File: src/rtl/sample_frame_dispatcher_pkg.sv
// Shared defaults and helpers for the sample frame dispatcher.
package sample_frame_dispatcher_pkg;

  localparam int DEF_NUM_CHANNELS = 4;
  localparam int DEF_DATA_WIDTH   = 16;
  localparam int DEF_CNT_WIDTH    = 16;

  // Output stage occupancy.
  typedef enum logic {
    ST_EMPTY = 1'b0,
    ST_FULL  = 1'b1
  } out_state_e;

  // Width of a channel index; never narrower than one bit so a
  // single-channel build still has a legal index port.
  function automatic int idx_width(input int n);
    return (n <= 2) ? 1 : $clog2(n);
  endfunction

endpackage

File: src/rtl/sample_frame_dispatcher_out.sv
// Output frame register with EMPTY/FULL handshake and delivery/drop counters.
module frame_out_stage
  import sample_frame_dispatcher_pkg::*;
#(
  parameter int NUM_CHANNELS = DEF_NUM_CHANNELS,
  parameter int DATA_WIDTH   = DEF_DATA_WIDTH,
  parameter int CNT_WIDTH    = DEF_CNT_WIDTH
) (
  input  logic                               clk,
  input  logic                               rst_n,
  input  logic                               complete_i,
  input  logic [NUM_CHANNELS*DATA_WIDTH-1:0] frame_i,
  input  logic                               ready_i,
  output logic [NUM_CHANNELS*DATA_WIDTH-1:0] frame_o,
  output logic                               valid_o,
  output logic [CNT_WIDTH-1:0]               frame_count_o,
  output logic [CNT_WIDTH-1:0]               drop_count_o,
  output logic                               overflow_o
);

  out_state_e                         state_q;
  logic [NUM_CHANNELS*DATA_WIDTH-1:0] frame_q;
  logic [CNT_WIDTH-1:0]               frame_cnt_q;
  logic [CNT_WIDTH-1:0]               drop_cnt_q;
  logic                               ovf_q;

  // Load / consume / drop decisions; a held frame is never overwritten
  // unless it is consumed in the same cycle.
  always_ff @(posedge clk) begin
    if (!rst_n) begin
      state_q     <= ST_EMPTY;
      frame_q     <= '0;
      frame_cnt_q <= '0;
      drop_cnt_q  <= '0;
      ovf_q       <= 1'b0;
    end else begin
      case (state_q)
        ST_EMPTY: begin
          if (complete_i) begin
            frame_q <= frame_i;
            state_q <= ST_FULL;
          end
        end
        ST_FULL: begin
          if (ready_i) begin
            frame_cnt_q <= frame_cnt_q + CNT_WIDTH'(1);
            if (complete_i) frame_q <= frame_i;
            else            state_q <= ST_EMPTY;
          end else if (complete_i) begin
            if (drop_cnt_q != '1) drop_cnt_q <= drop_cnt_q + CNT_WIDTH'(1);
            ovf_q <= 1'b1;
          end
        end
        default: state_q <= ST_EMPTY;
      endcase
    end
  end

  assign frame_o       = frame_q;
  assign valid_o       = (state_q == ST_FULL);
  assign frame_count_o = frame_cnt_q;
  assign drop_count_o  = drop_cnt_q;
  assign overflow_o    = ovf_q;

endmodule

File: src/rtl/sample_frame_dispatcher.sv
// Gathers a serial sample stream into NUM_CHANNELS-wide frames and hands
// each completed frame to a single-entry output stage.
module sample_frame_dispatcher
  import sample_frame_dispatcher_pkg::*;
#(
  parameter int NUM_CHANNELS = DEF_NUM_CHANNELS,
  parameter int DATA_WIDTH   = DEF_DATA_WIDTH,
  parameter int CNT_WIDTH    = DEF_CNT_WIDTH,
  parameter int IDX_W        = idx_width(NUM_CHANNELS)
) (
  input  logic                               clk,
  input  logic                               rst_n,
  input  logic [DATA_WIDTH-1:0]              sample_in,
  input  logic                               sample_valid_in,
  input  logic                               frame_sync_in,
  input  logic                               frame_ready_in,
  output logic [NUM_CHANNELS*DATA_WIDTH-1:0] frame_data_out,
  output logic                               frame_valid_out,
  output logic [IDX_W-1:0]                   wr_index_out,
  output logic [CNT_WIDTH-1:0]               frame_count_out,
  output logic [CNT_WIDTH-1:0]               drop_count_out,
  output logic                               overflow_out,
  output logic                               short_frame_out
);

  localparam logic [IDX_W-1:0] LAST_IDX = IDX_W'(NUM_CHANNELS - 1);

  logic [NUM_CHANNELS-1:0][DATA_WIDTH-1:0] acc_q, acc_d;
  logic [IDX_W-1:0]                        wr_idx_q, wr_idx_d;
  logic [IDX_W-1:0]                        slot;
  logic                                    short_q, short_d;
  logic                                    complete;

  // Slot selection and accumulator update; a sync sample restarts at slot 0,
  // and the final sample is merged into acc_d so the output stage can load
  // the whole frame on the completing cycle.
  always_comb begin
    slot     = frame_sync_in ? '0 : wr_idx_q;
    acc_d    = acc_q;
    wr_idx_d = wr_idx_q;
    short_d  = 1'b0;
    complete = 1'b0;
    if (sample_valid_in) begin
      acc_d[slot] = sample_in;
      short_d     = frame_sync_in && (wr_idx_q != '0);
      if (slot == LAST_IDX) begin
        complete = 1'b1;
        wr_idx_d = '0;
      end else begin
        wr_idx_d = slot + IDX_W'(1);
      end
    end
  end

  // Accumulator, write index and truncation pulse registers.
  always_ff @(posedge clk) begin
    if (!rst_n) begin
      acc_q    <= '0;
      wr_idx_q <= '0;
      short_q  <= 1'b0;
    end else begin
      acc_q    <= acc_d;
      wr_idx_q <= wr_idx_d;
      short_q  <= short_d;
    end
  end

  frame_out_stage #(
    .NUM_CHANNELS (NUM_CHANNELS),
    .DATA_WIDTH   (DATA_WIDTH),
    .CNT_WIDTH    (CNT_WIDTH)
  ) u_out (
    .clk           (clk),
    .rst_n         (rst_n),
    .complete_i    (complete),
    .frame_i       (acc_d),
    .ready_i       (frame_ready_in),
    .frame_o       (frame_data_out),
    .valid_o       (frame_valid_out),
    .frame_count_o (frame_count_out),
    .drop_count_o  (drop_count_out),
    .overflow_o    (overflow_out)
  );

  assign wr_index_out    = wr_idx_q;
  assign short_frame_out = short_q;

endmodule

File: config.mk
export PLATFORM = sky130hd
export DESIGN_NAME = sample_frame_dispatcher
export DESIGN_NICKNAME = d
export VERILOG_FILES = /design/src/rtl/sample_frame_dispatcher_pkg.sv /design/src/rtl/sample_frame_dispatcher_out.sv /design/src/rtl/sample_frame_dispatcher.sv
export SDC_FILE = /design/constraint.sdc
export NUM_CORES = 1
export LEC_CHECK = 0
export BUFFER_PORTS_ARGS = -buffer_cell sky130_fd_sc_hd__buf_2
export CAP_MARGIN = 20
export CORE_ASPECT_RATIO = 1.5
export CORE_MARGIN = 8
export CORE_UTILIZATION = 50
export CTS_BUF_LIST = sky130_fd_sc_hd__clkbuf_4 sky130_fd_sc_hd__clkbuf_8
export DETAILED_ROUTE_END_ITERATION = 10
export PLACE_DENSITY = 0.77
export SLEW_MARGIN = 20
export SYNTH_ARGS = -nofsm -noshare
export SYNTH_HDL_FRONTEND = slang
export SYNTH_SLANG_ARGS = --single-unit
File: constraint.sdc
create_clock -name clk -period 1.7 [get_ports clk]
set_input_delay 0.255 -clock clk [delete_from_list [all_inputs] [get_ports clk]]
set_output_delay 0.255 -clock clk [all_outputs]
set_load 0.02 [all_outputs]
After elaboration in Yosys (flattened, before gate mapping) --
Cells that the tools add are included.
Storage, ports and cells: bits in read-only memories 0, word-level logic and storage cells 42, latch bits 0, RAM bits 0, bits of input ports 21, output and inout bits 101, register bits after elaboration 165, memories kept 0
Operators by class: add/sub/neg operators 3, order comparisons 2, multiply operators 0, divide/modulo/power cells 0, shifts and indexed selects 0, equal/unequal tests 3, mux-type cells 14, reduce and logical (&&, ||, !) cells 7, bitwise gates (word level) 2
Operators with widths (number):
- $mux 64 | 3
- $pmux 64 s2 | 1
- $bwmux 64 | 1
- $add 16x1->16 const B | 2
- $demux 16 s2 | 1
- $mux 16 | 1
- $ne 16x16->1 const B | 1
- $mux 1 | 4
- $mux 2 | 2
- $reduce_and 2->1 | 2
- $reduce_and 4->1 | 1
- $lt 2x3->1 const B | 1
- $reduce_and 3->1 | 1
- $add 2x1->2 const B | 1
- $eq 2x2->1 const B | 1
- $ge 2x1->1 const B | 1
- $logic_and 1x1->1 | 2
- $ne 2x2->1 const B | 1
- $not 1->1 | 2
- $pmux 1 s2 | 1
- $reduce_bool 2->1 | 1

Depth between registers and ports, before layout --
Gate-level depths: netlist of run 1.
depth in word-level cells 10, mapped depth 10, depth with buffers taken out 6

Hierarchy --
A second synthesis of run 1 with hierarchy kept.
Second synthesis, totals: cell total of the unflattened synthesis 723, area total of the unflattened synthesis 6703.9 µm²
Modules (own cells, without submodules):
- frame_out_stage | times used 1, cells each 462, area each 3777.4 µm², seq. area each 1961.9 µm²
- sample_frame_dispatcher | times used 1, cells each 261, area each 2926.6 µm², seq. area each 1341.3 µm²

Worst setup path before layout of run 1 --
OpenSTA, ideal clock, no wires.
kind register to register, start register wr_idx_q[0] (netlist: wr_index_out[0]), end register u_out.drop_cnt_q[11] (netlist: u_out.drop_count_o[11]), setup slack -0.363 ns, cell stages (with the launch flop) 8, period minus slack after synthesis 2.063 ns, data required time 1.630 ns, arrival 1.992 ns, library setup time 0.070 ns, path buffers 1, path through dfxtp_1 -> nor2b_1 -> ha_1 -> and4b_1 -> buf_6 -> nand4_4 -> or4_1 -> a21oi_1
Between the ends: word-level cells in the longest chain between the ends 5
Ends and longest elaborated chain:
- start, declared | line sample_frame_dispatcher.sv:29 | logic [IDX_W-1:0] wr_idx_q, wr_idx_d;
- start signal, assigned | line sample_frame_dispatcher.sv:63 | wr_idx_q <= wr_idx_d;
- $mux 2 | line sample_frame_dispatcher.sv:38 | slot = frame_sync_in ? '0 : wr_idx_q;
- $eq 2x2->1 | line sample_frame_dispatcher.sv:46 | if (slot == LAST_IDX) begin
- $mux 1 | line sample_frame_dispatcher.sv:46
- $mux 1 | line sample_frame_dispatcher.sv:43 | if (sample_valid_in) begin
- $reduce_and 4->1 (no line)
- end signal, assigned | line sample_frame_dispatcher_out.sv:50 | if (drop_cnt_q != '1) drop_cnt_q <= drop_cnt_q + CNT_WIDTH'(1);
- end, declared | line sample_frame_dispatcher_out.sv:24 | logic [CNT_WIDTH-1:0] drop_cnt_q;
No other way between the ends. A chain may end at the register's enable or synchronous reset.

Worst setup path in the final report of run 1 --
start register wr_idx_q[1] (netlist: wr_index_out[1]), end register u_out.drop_cnt_q[11] (netlist: u_out.drop_count_o[11])
The elaborated chain is that of the path after synthesis.

==> results, run 1 <==
- The flow ran to the end, but the final reports show violations.
- The final reports fail on setup timing.
- The total length of routed wires is between 15000 and 20000 um.
- The first global-routing pass estimated between 20000 and 25000 um of wire.
- In this run the worst path has a maximum fanout of 6.
- After floorplanning, the core was divided into between 40 and 50 placement rows.
- Counting the fill cells in the layout gives 820.
- Dividing total power by cell area gives a power density of approximately 850 nW/um2.
- Setup repair after global routing could not meet its margin everywhere.
- The core region area is between 10000 and 15000 um2.
- The clock net in this run drives a total of approximately 150 sinks.
- The synthesized design contains 149 register bits.
- The violation count after the first detailed-route iteration is between 200 and 250.
- The floorplan die width is roughly 100 um.
- The pin count of the biggest net entering global routing is 50.
- The analysis attributes to cell leakage a power of ~0.0033 uW.
- The multi-input combinational cell area is 2990 um2.
- The worst-case hold slack is ~0.14 ns.
- The I/O pin count is ~120.
- Summing over every cut layer, the via total after detailed routing is slightly below 5000.
- The count of cell types in the netlist is 37.
- Headroom to the max-slew limit came out at 0.749.
- The sequential standard cell area is about 3000 um2.
- The post-DP HPWL is 10300 um.
- Of the total synthesized cell area, the portion taken by XOR and XNOR cells is 0.0172.
- The starting density of the core is 0.508.
- The worst hold path endpoint is short_frame_out.
- Of the post-synthesis cell area, the dominant cell type holds 0.534.
- For flop-to-flop paths, the worst setup slack is -0.09 ns.
- Input and output buffers added on the ports amount to approximately 120.
- Of the cells placed in the final design, the portion with a size suffix greater than 1 is 0.372.
- The count of final hold-check violations came to 0.
- The count of TritonRoute iterations in the first routing pass is 4.
- The startpoint kind of the worst setup timing path is a flop.
- The portion of synthesized area spent on multiplexers is 0.0967.
- Synthesis handed over a netlist of about 590 instances.
- After clock tree synthesis, the clock-pin slew on the worst setup and hold paths is approximately 0.09 ns.
- Dividing the detail-routed via count by the number of cells gives ~5.5.
- The synthesized-area fraction occupied by and/or/nand/nor cells is 0.186.
- The startpoint identified for the worst hold timing path is frame_sync_in.
- The proportion of synthesized chip area in sequential cells is 0.534.
- The layout overhead on the synthesized area is 41.9%.
- By area the synthesized netlist is led by sky130_fd_sc_hd__dfxtp_1 53%, sky130_fd_sc_hd__mux2i_1 9.7%, sky130_fd_sc_hd__nor2_1 7.6%, sky130_fd_sc_hd__a211oi_1 6.6%, sky130_fd_sc_hd__nand2_1 3.5%.
- The signal on the critical path passes through nor2b_4, ha_4, and4b_2, nand4_4, or4_4, a21oi_2.
- By area, the combinational part of the netlist is dominated by simple AND/OR/NAND/NOR gates.
- The worst-case IR drop observed on VDD is 0.000671 V.
- The height of the chip is 145 um.
- The number of failing setup endpoints in the final timing report is 34.
- Counting every net in the synthesized netlist gives between 600 and 700.
- The total instance count after detailed placement is roughly 850.
- The number of antenna-violating nets in the routed design is 0.
- The H-tree was split into 4 levels.
- In the final timing run, aggregate negative setup slack is -0.891 ns.
- By instance count, the leading cell after synthesis is sky130_fd_sc_hd__dfxtp_1.
- Yosys mapped a number of flops with a built-in enable equal to 0.
- Subtracting the final worst setup slack from the clock period gives approximately 1.8 ns.
- In this design, the stage delay of the slowest critical-path cell is approximately 0.5 ns.
- By count the netlist is led by 149 x sky130_fd_sc_hd__dfxtp_1, 113 x sky130_fd_sc_hd__nor2_1, 54 x sky130_fd_sc_hd__mux2i_1.
- The startpoint of the worst-slack reg-to-reg timing path is wr_index_out[1].
- CTS placed an instance of sky130_fd_sc_hd__clkbuf_8 at the clock tree root.
- Of all flip-flops after synthesis, the portion carrying an async set or reset was 0.
- The later pin in the worst-skew pair is clocked with a latency of around 0.43 ns.
- After detailed routing, the number of remaining DRC violations is 0.
- The worst hold path passes through 2 cells.
- The critical path is of the flop to flop type.
- The number of pins with negative max-slew slack in the final report is 0.
- The top flip-flop cell by instance count after synthesis is sky130_fd_sc_hd__dfxtp_1.
- The largest individual stage delay along the critical path comes from the cell sky130_fd_sc_hd__or4_4.
- STA classifies the critical path endpoint as a flop.
- The fraction of the mapped netlist area in adder cells is 0.0134.
- The post-route non-filler standard cell count is roughly 900.
- Yosys printed 0 warnings.
- The cell accounting for the most synthesized area is sky130_fd_sc_hd__dfxtp_1.
- The kind of path behind the tightest hold check is input pin to flop.
- The die covers between 10000 and 15000 um2.
- The required time of the critical path is between 2 and 2.5 ns.
- The max-capacitance violation count is 0.
- The final net count is between 700 and 800.
- The mean post-synth cell area is 9.45 um2.
- The complex-gate fraction of the synthesized area came to 0.115.
- The total overflow reported by the global router is 0.
- The mapped cell area is 5590 um2.
- The CTS tree is done.
- After layout, the worst setup slack is -0.0945 ns.
- The initial antenna violation count came to 0.
- The via count of the first global-routing pass was around 4500.
- The number of antenna repair diodes is 0.
- For the pin with the worst max-slew slack, the measured transition is between 0.3 and 0.4 ns.
- Between clock sinks in the finished design, the worst skew comes to between 0.008 and 0.009 ns.
- The endpoint of the most critical register-to-register path is u_out.drop_count_o[11].
- The worst register-to-register path has a depth of 6.
- The post-route clock period utilization is 1.06.
- Across every metal layer, demand over resource in global routing totals 0.192.
- The maximum root-to-sink buffer count is 2.
- The routability-driven placement congestion ratio is roughly 0.84.
- The routed wirelength normalized by instance count is 18.2 um.
- For this run, the top clock speed supported by timing is about 0.56 GHz.
- Data arrives at the worst endpoint at about 2.2 ns.
- Once layout is complete, the utilization of the core stands at 0.721.
- Buffers inserted during clock tree synthesis total 17.
-- state kept, by name (all words and copies together), names as in the netlist --
register and flops:
acc_q 48, short_frame_out 1, u_out.drop_count_o 16, u_out.frame_count_o 16, u_out.frame_o 64, u_out.overflow_o 1
u_out.valid_o 1, wr_index_out 2
-- kinds of logic (layout without fill, tap and decap cells) --
logic type	count (synthesis)	in the layout
simple gates	227	228
flops	149	149
compound gates	97	97
mux	54	54
buf+inv	47	206
xor+xnor	11	11
fa+ha+maj	6	6
-- critical path: cells and delay by family, from the launching register on --
kind | cells | cell delay (ns)
and+or+nand+nor | 4 | 1.11
DFF | 1 | 0.35
AOI/OAI and AO/OA | 1 | 0.12
adders and majority gates | 1 | 0.15
-- placed cells by master, fill, tap and decap left out, types with 3 or more instances in the layout --
cell type / n
sky130_fd_sc_hd__and2_4: 3
sky130_fd_sc_hd__inv_1: 4
sky130_fd_sc_hd__ha_1: 4
sky130_fd_sc_hd__buf_12: 12
sky130_fd_sc_hd__and4_1: 6
sky130_fd_sc_hd__or3_1: 8
sky130_fd_sc_hd__mux2i_4: 30
sky130_fd_sc_hd__nand4_1: 10
sky130_fd_sc_hd__a21oi_1: 28
sky130_fd_sc_hd__clkbuf_8: 20
sky130_fd_sc_hd__mux2i_2: 5
sky130_fd_sc_hd__xor2_1: 10
sky130_fd_sc_hd__buf_4: 21
sky130_fd_sc_hd__nand2_1: 49
sky130_fd_sc_hd__dfxtp_1: 145
sky130_fd_sc_hd__a211oi_2: 17
sky130_fd_sc_hd__o31ai_1: 4
sky130_fd_sc_hd__and3_1: 4
sky130_fd_sc_hd__buf_2: 121
sky130_fd_sc_hd__a211oi_1: 32
sky130_fd_sc_hd__clkinv_4: 3
sky130_fd_sc_hd__nand3_1: 10
sky130_fd_sc_hd__o21ai_0: 8
sky130_fd_sc_hd__clkbuf_16: 12
sky130_fd_sc_hd__inv_6: 4
sky130_fd_sc_hd__nor2_1: 112
sky130_fd_sc_hd__nand2b_1: 6
sky130_fd_sc_hd__mux2i_1: 19
-- area by class of cell --
cell class / count / share of cell area
repair buffers: 169 / 0.169
clock inverters: 11 / 0.0145
inverters: 5 / 0.00268
well taps: 147 / 0.0232
multi-input cells: 396 / 0.377
clock buffers: 21 / 0.0357
flip-flops and latches: 149 / 0.378
-- where the power goes --
group	switching, uW	internal [uW]	leakage, uW	total (uW)
sequential	28.8	3530	0.00121	3560
combinational	266	211	0.00189	477
clock	1380	1320	0.000203	2710
total	1680	5070	0.00330	6740
-- worst max path at each step --
stage	startpoint	to	slack, ns	cells after the start
floorplan	wr_index_out[0]	u_out.drop_count_o[11]	-0.15	7
global placement	frame_sync_in	u_out.drop_count_o[11]	-0.12	7
detailed placement	frame_sync_in	u_out.drop_count_o[11]	-0.18	7
CTS	wr_index_out[0]	u_out.drop_count_o[13]	-0.05	6
global route	wr_index_out[1]	u_out.drop_count_o[3]	-0.16	7
finish	wr_index_out[1]	u_out.drop_count_o[11]	-0.09	6
-- timing repair --
action                                  in CTS  in global routing
pin swaps                                   10                 23
buffers inserted                             1                  3
resized for setup                            6                 99
hold buffers                                 0                  0
endpoints found under the hold margin        0                  0
endpoints found under the setup margin      22                 66
cloned                                       0                 13
-- routing by layer --
layer / up-vias / part of all wire / track usage / routed length (um)
li1: 2351 / - / - / -
met1: 2395 / 0.38 / 0.198 / 6210
met2: 158 / 0.54 / 0.349 / 8910
met3: 28 / 0.055 / 0.0546 / 901
met4: 0 / 0.022 / 0.0716 / 356
met5: - / 0 / 0 / 0
-- through the flow --
stage	total power [uW]	worst slack [ns]	cell area, um2
2_1_floorplan	3810	-0.153	5690
3_3_place_gp	3940	-0.124	6580
3_5_place_dp	3950	-0.179	6580
4_1_cts	6630	-0.0547	7010
5_1_grt	7010	-0.163	7930
6_report	6740	-0.0945	7930
No activity file was read; power rests on OpenSTA's default activity.
==> inputs of run 2 (changes only) <==
- PLACE_DENSITY: 0.77 -> 0.76
- SYNTH_HIERARCHICAL: default -> 1
==> results, run 2 <==
- After the first detailed-routing iteration, the DRC count stood at ~250.
- The proportion of netlist area held by the largest area contributor is 0.493.
- In the post-synthesis netlist, the cell with the most instances is sky130_fd_sc_hd__nand2_1.
- Overall power consumption after layout is estimated at 7110 uW.
- The most frequent standard cell in the layout excluding fill and tap cells is sky130_fd_sc_hd__nand2_1.
- The total via count in the routed design is about 5400.
- The worst path buffer plus inverter count is 1.
- The required time of the critical path is 2.09 ns.
- Synthesis produced a netlist whose cell count is 723.
- In the finished design, the share of the clock period the worst path needs comes to 0.974.
- The max-capacitance violation count is 0.
- Of the total synthesized cell area, the portion taken by full adders, half adders and majority gates is 0.00560.
- The utilization of the core after routing is 0.608.
- Of the total synthesized cell area, the portion taken by XOR and XNOR cells is 0.0157.
- For this design the static power due to leakage is around 0.0035 uW.
- Setup repair after global routing could not meet its margin everywhere.
- After filler insertion, the fill cell instance count of the layout stands at 1160.
- The portion of netlist area occupied by mux cells is 0.140.
- The cell count of the worst hold path is 3.
- STA classifies the critical path endpoint as a flop.
- Dividing total power by cell area gives a power density of 881 nW/um2.
- 0 antenna diodes ended up in the layout.
- The family of cells with the greatest summed delay on the critical path is simple AND/OR/NAND/NOR gates.
- The via count of the first global-routing pass is 5357.
- The most used flip-flop cell after synthesis is sky130_fd_sc_hd__dfxtp_1.
- Counting every net in the synthesized netlist gives roughly 750.
- The wire length of the first global-routing pass is ~27000 um.
- The slack of the worst reg-to-reg path is 0.04 ns.
- The layout overhead on the synthesized area is 20.5%.
- The number of synthesized flops with an enable pin is 0.
- The CTS tree is done.
- The run finished with clean final reports.
- In the synthesized netlist, the cells that appear most often are 175 x sky130_fd_sc_hd__nand2_1, 165 x sky130_fd_sc_hd__dfxtp_1, 76 x sky130_fd_sc_hd__a21oi_1.
- Detailed placement finished with a half-perimeter wire length of 11200 um.
- After floorplanning, the core was divided into 52 placement rows.
- Headroom to the max-slew limit came out at 0.717.
- The achievable clock frequency is approximately 0.60 GHz.
- The library cells used most frequently in the layout, excluding fill and tap cells, are 174 x sky130_fd_sc_hd__nand2_1, 163 x sky130_fd_sc_hd__dfxtp_1, 121 x sky130_fd_sc_hd__buf_2.
- The endpoint of the most critical register-to-register path is u_out/drop_count_o[12].
- The I/O pin count is ~120.
- The kind of path behind the tightest hold check is input pin to flop.
- A synthesized cell averages approximately 9 um2.
- The start point of the worst min-delay path is sample_in[3].
- The number of port buffers is 121.
- The routed wirelength normalized by instance count is between 15 and 20 um.
- Once routing completed, OpenROAD measured the worst setup slack at 0.0449 ns.
- The longest individual stage delay on the worst path is around 0.45 ns.
- The floorplan die width is approximately 110 um.
- The sequential cells in the finished layout cover a total of 3310 um2.
- The minimum clock period after layout is between 1.5 and 2 ns.
- VDD sags by at most approximately 0.00045 V.
- The signal arrival time at the worst endpoint is a little over 2 ns.
- The height of the chip is 158 um.
- The final net count is between 800 and 900.
- The critical path goes through nand4b_4, inv_4, and4b_1, nand4_1, or4_1, a21oi_1.
- The count of TritonRoute iterations in the first routing pass is 5.
- The worst hold path endpoint is acc_q[3].
- The proportion of synthesized chip area in sequential cells is 0.493.
- The count of final hold-check violations is 0.
- The number of remaining DRC errors is 0.
- The worst setup path category is flop to flop.
- The mapped cell area is approximately 6700 um2.
- The initial antenna violation count came to 0.
- After synthesis, the share of flip-flops with an asynchronous set or reset is 0.
- For this design, the sink count on the clock tree is 165.
- By area the synthesized netlist is led by sky130_fd_sc_hd__dfxtp_1 49%, sky130_fd_sc_hd__nand2_1 9.8%, sky130_fd_sc_hd__mux2_2 9.1%, sky130_fd_sc_hd__a21oi_1 5.7%, sky130_fd_sc_hd__and2_1 4.3%.
- At the placement stage, the worst setup path has a slack of -0.0669 ns.
- Across every metal layer, demand over resource in global routing totals 0.186.
- The TritonCTS buffer count is 17.
- Setup violations remaining at the end of the flow were counted as 0.
- The pin count of the biggest net entering global routing is 84.
- The number of antenna-violating nets in the routed design is 0.
- Clock-pin slew was measured on the worst setup and hold paths at around 0.1 ns.
- During synthesis, Yosys emitted a total of 6 warnings.
- The multi-input combinational cells in the finished layout cover a total of ~3200 um2.
- The clock latency on the worst-skew pair is around 0.45 ns.
- The complex-gate fraction of the synthesized area came to 0.0877.
- For this design, the slowest cell found on the critical path is sky130_fd_sc_hd__or4_1.
- The routability-driven placement congestion ratio is 0.776.
- In the final layout, the share of cells above drive strength 1 is 0.313.
- The length in cells of the worst reg-to-reg path is 6.
- The root buffer cell is sky130_fd_sc_hd__clkbuf_8.
- The detail-routed via count per cell is around 5.3.
- The cell accounting for the most synthesized area is sky130_fd_sc_hd__dfxtp_1.
- The startpoint kind of the worst setup timing path is a flop.
- The number of pins with negative max-slew slack in the final report is 0.
- The count of H-tree levels built during CTS is 4.
- The transition time at the pin with the least slew margin is 0.421 ns.
- The die outline area is about 17000 um2.
- The worst register-to-register path begins at wr_index_out[0].
- The core region is 13300 um2.
- For this configuration, the core starts out at a cell density of 0.505.
- The total overflow reported by the global router is 0.
- The combinational family with the most area after synthesis is simple AND/OR/NAND/NOR gates.
- The netlist uses between 40 and 50 different library cells.
- After synthesis the netlist holds a flip-flop and latch count of 165.
- Of the total synthesized cell area, the portion taken by AND, OR, NAND and NOR gates is 0.221.
- Along the worst path, the maximum fanout reaches 5.
- No sink is reached through more buffers than the 2 on the longest clock path.
- Between clock sinks in the finished design, the worst skew comes to about 0.013 ns.
- The total length of routed wires is about 16000 um.
## run 2: cell count changes after synthesis, sizes merged, moves of 36 or more
cell,delta
nand2,+124
nor2,-91
mux2,+64
a21oi,+47
a211oi,-46
and2,+45
mux2i,-36
## run 2: through the flow
| stage | std cells | hold WS [ns] | area (um2) | setup TNS [ns] |
|---|---|---|---|---|
| floorplan | 723 | 0.394 | 6730 | -0.330 |
| CTS | 1029 | 0.0807 | 8050 | 0 |
| global placement | 996 | 0.439 | 7660 | -0.0392 |
| global route | 1030 | 0.0925 | 8080 | -0.0357 |
| detailed placement | 996 | 0.444 | 7660 | -0.166 |
| finish | 1030 | 0.105 | 8080 | 0 |
## run 2: how the worst max path moves through the flow
stage,slack (ns),startpoint,endpoint,cells past startpoint
floorplan,-0.14,wr_index_out[0],u_out/drop_count_o[12],7
detailed placement,-0.07,frame_sync_in,u_out/drop_count_o[12],7
CTS,0.003,wr_index_out[0],u_out/drop_count_o[4],7
finish,0.04,wr_index_out[0],u_out/drop_count_o[12],6
global placement,-0.02,frame_sync_in,u_out/drop_count_o[12],7
global route,-0.02,wr_index_out[0],u_out/drop_count_o[12],6
## run 2: routing by layer
layer / global-route usage / part of all wire
met5: 0 / 0
met4: 0.0711 / 0.017
met3: 0.0516 / 0.052
met2: 0.338 / 0.51
met1: 0.200 / 0.42
## run 2: cells by family (layout without fill, tap and decap cells)
family                   after synthesis  count (layout)
AND/OR/NAND/NOR                      307             307
flip-flops                           165             165
AO/OA/AOI/OAI                        104             104
multiplexers                          82              82
buffers and inverters                 50             195
XOR/XNOR                              12              12
adder cells (fa/ha/maj)                3               3
## run 2: repair_timing
action | 4_1_cts | 5_1_grt
buffers inserted | 1 | 1
endpoints found under the hold margin | 0 | 0
setup endpoints to repair | 2 | 5
pin swaps | 0 | 2
gates resized for setup | 0 | 4
hold buffers | 0 | 0
## run 2: worst reg2reg max path, cell delays in order (launching register included)
cell and delay [ns]:
sky130_fd_sc_hd__dfxtp_4 0.39, sky130_fd_sc_hd__nand4b_4 0.14, sky130_fd_sc_hd__inv_4 0.08, sky130_fd_sc_hd__and4b_1 0.21, sky130_fd_sc_hd__nand4_1 0.19, sky130_fd_sc_hd__or4_1 0.45
sky130_fd_sc_hd__a21oi_1 0.14
## run 2: power by group
part	leakage [uW]	total, uW	switching (uW)	internal, uW
logic	0.00194	432	242	190
registers	0.00133	3940	21.9	3910
clock network	0.000197	2750	1640	1100
total	0.00347	7110	1910	5210
## run 2: cell type report
cell class,count,share of cell area
well taps,162,0.0251
flip-flops and latches,165,0.410
repair buffers,157,0.119
clock buffers,17,0.0290
inverters,6,0.00310
multi-input cells,508,0.394
clock inverters,15,0.0191
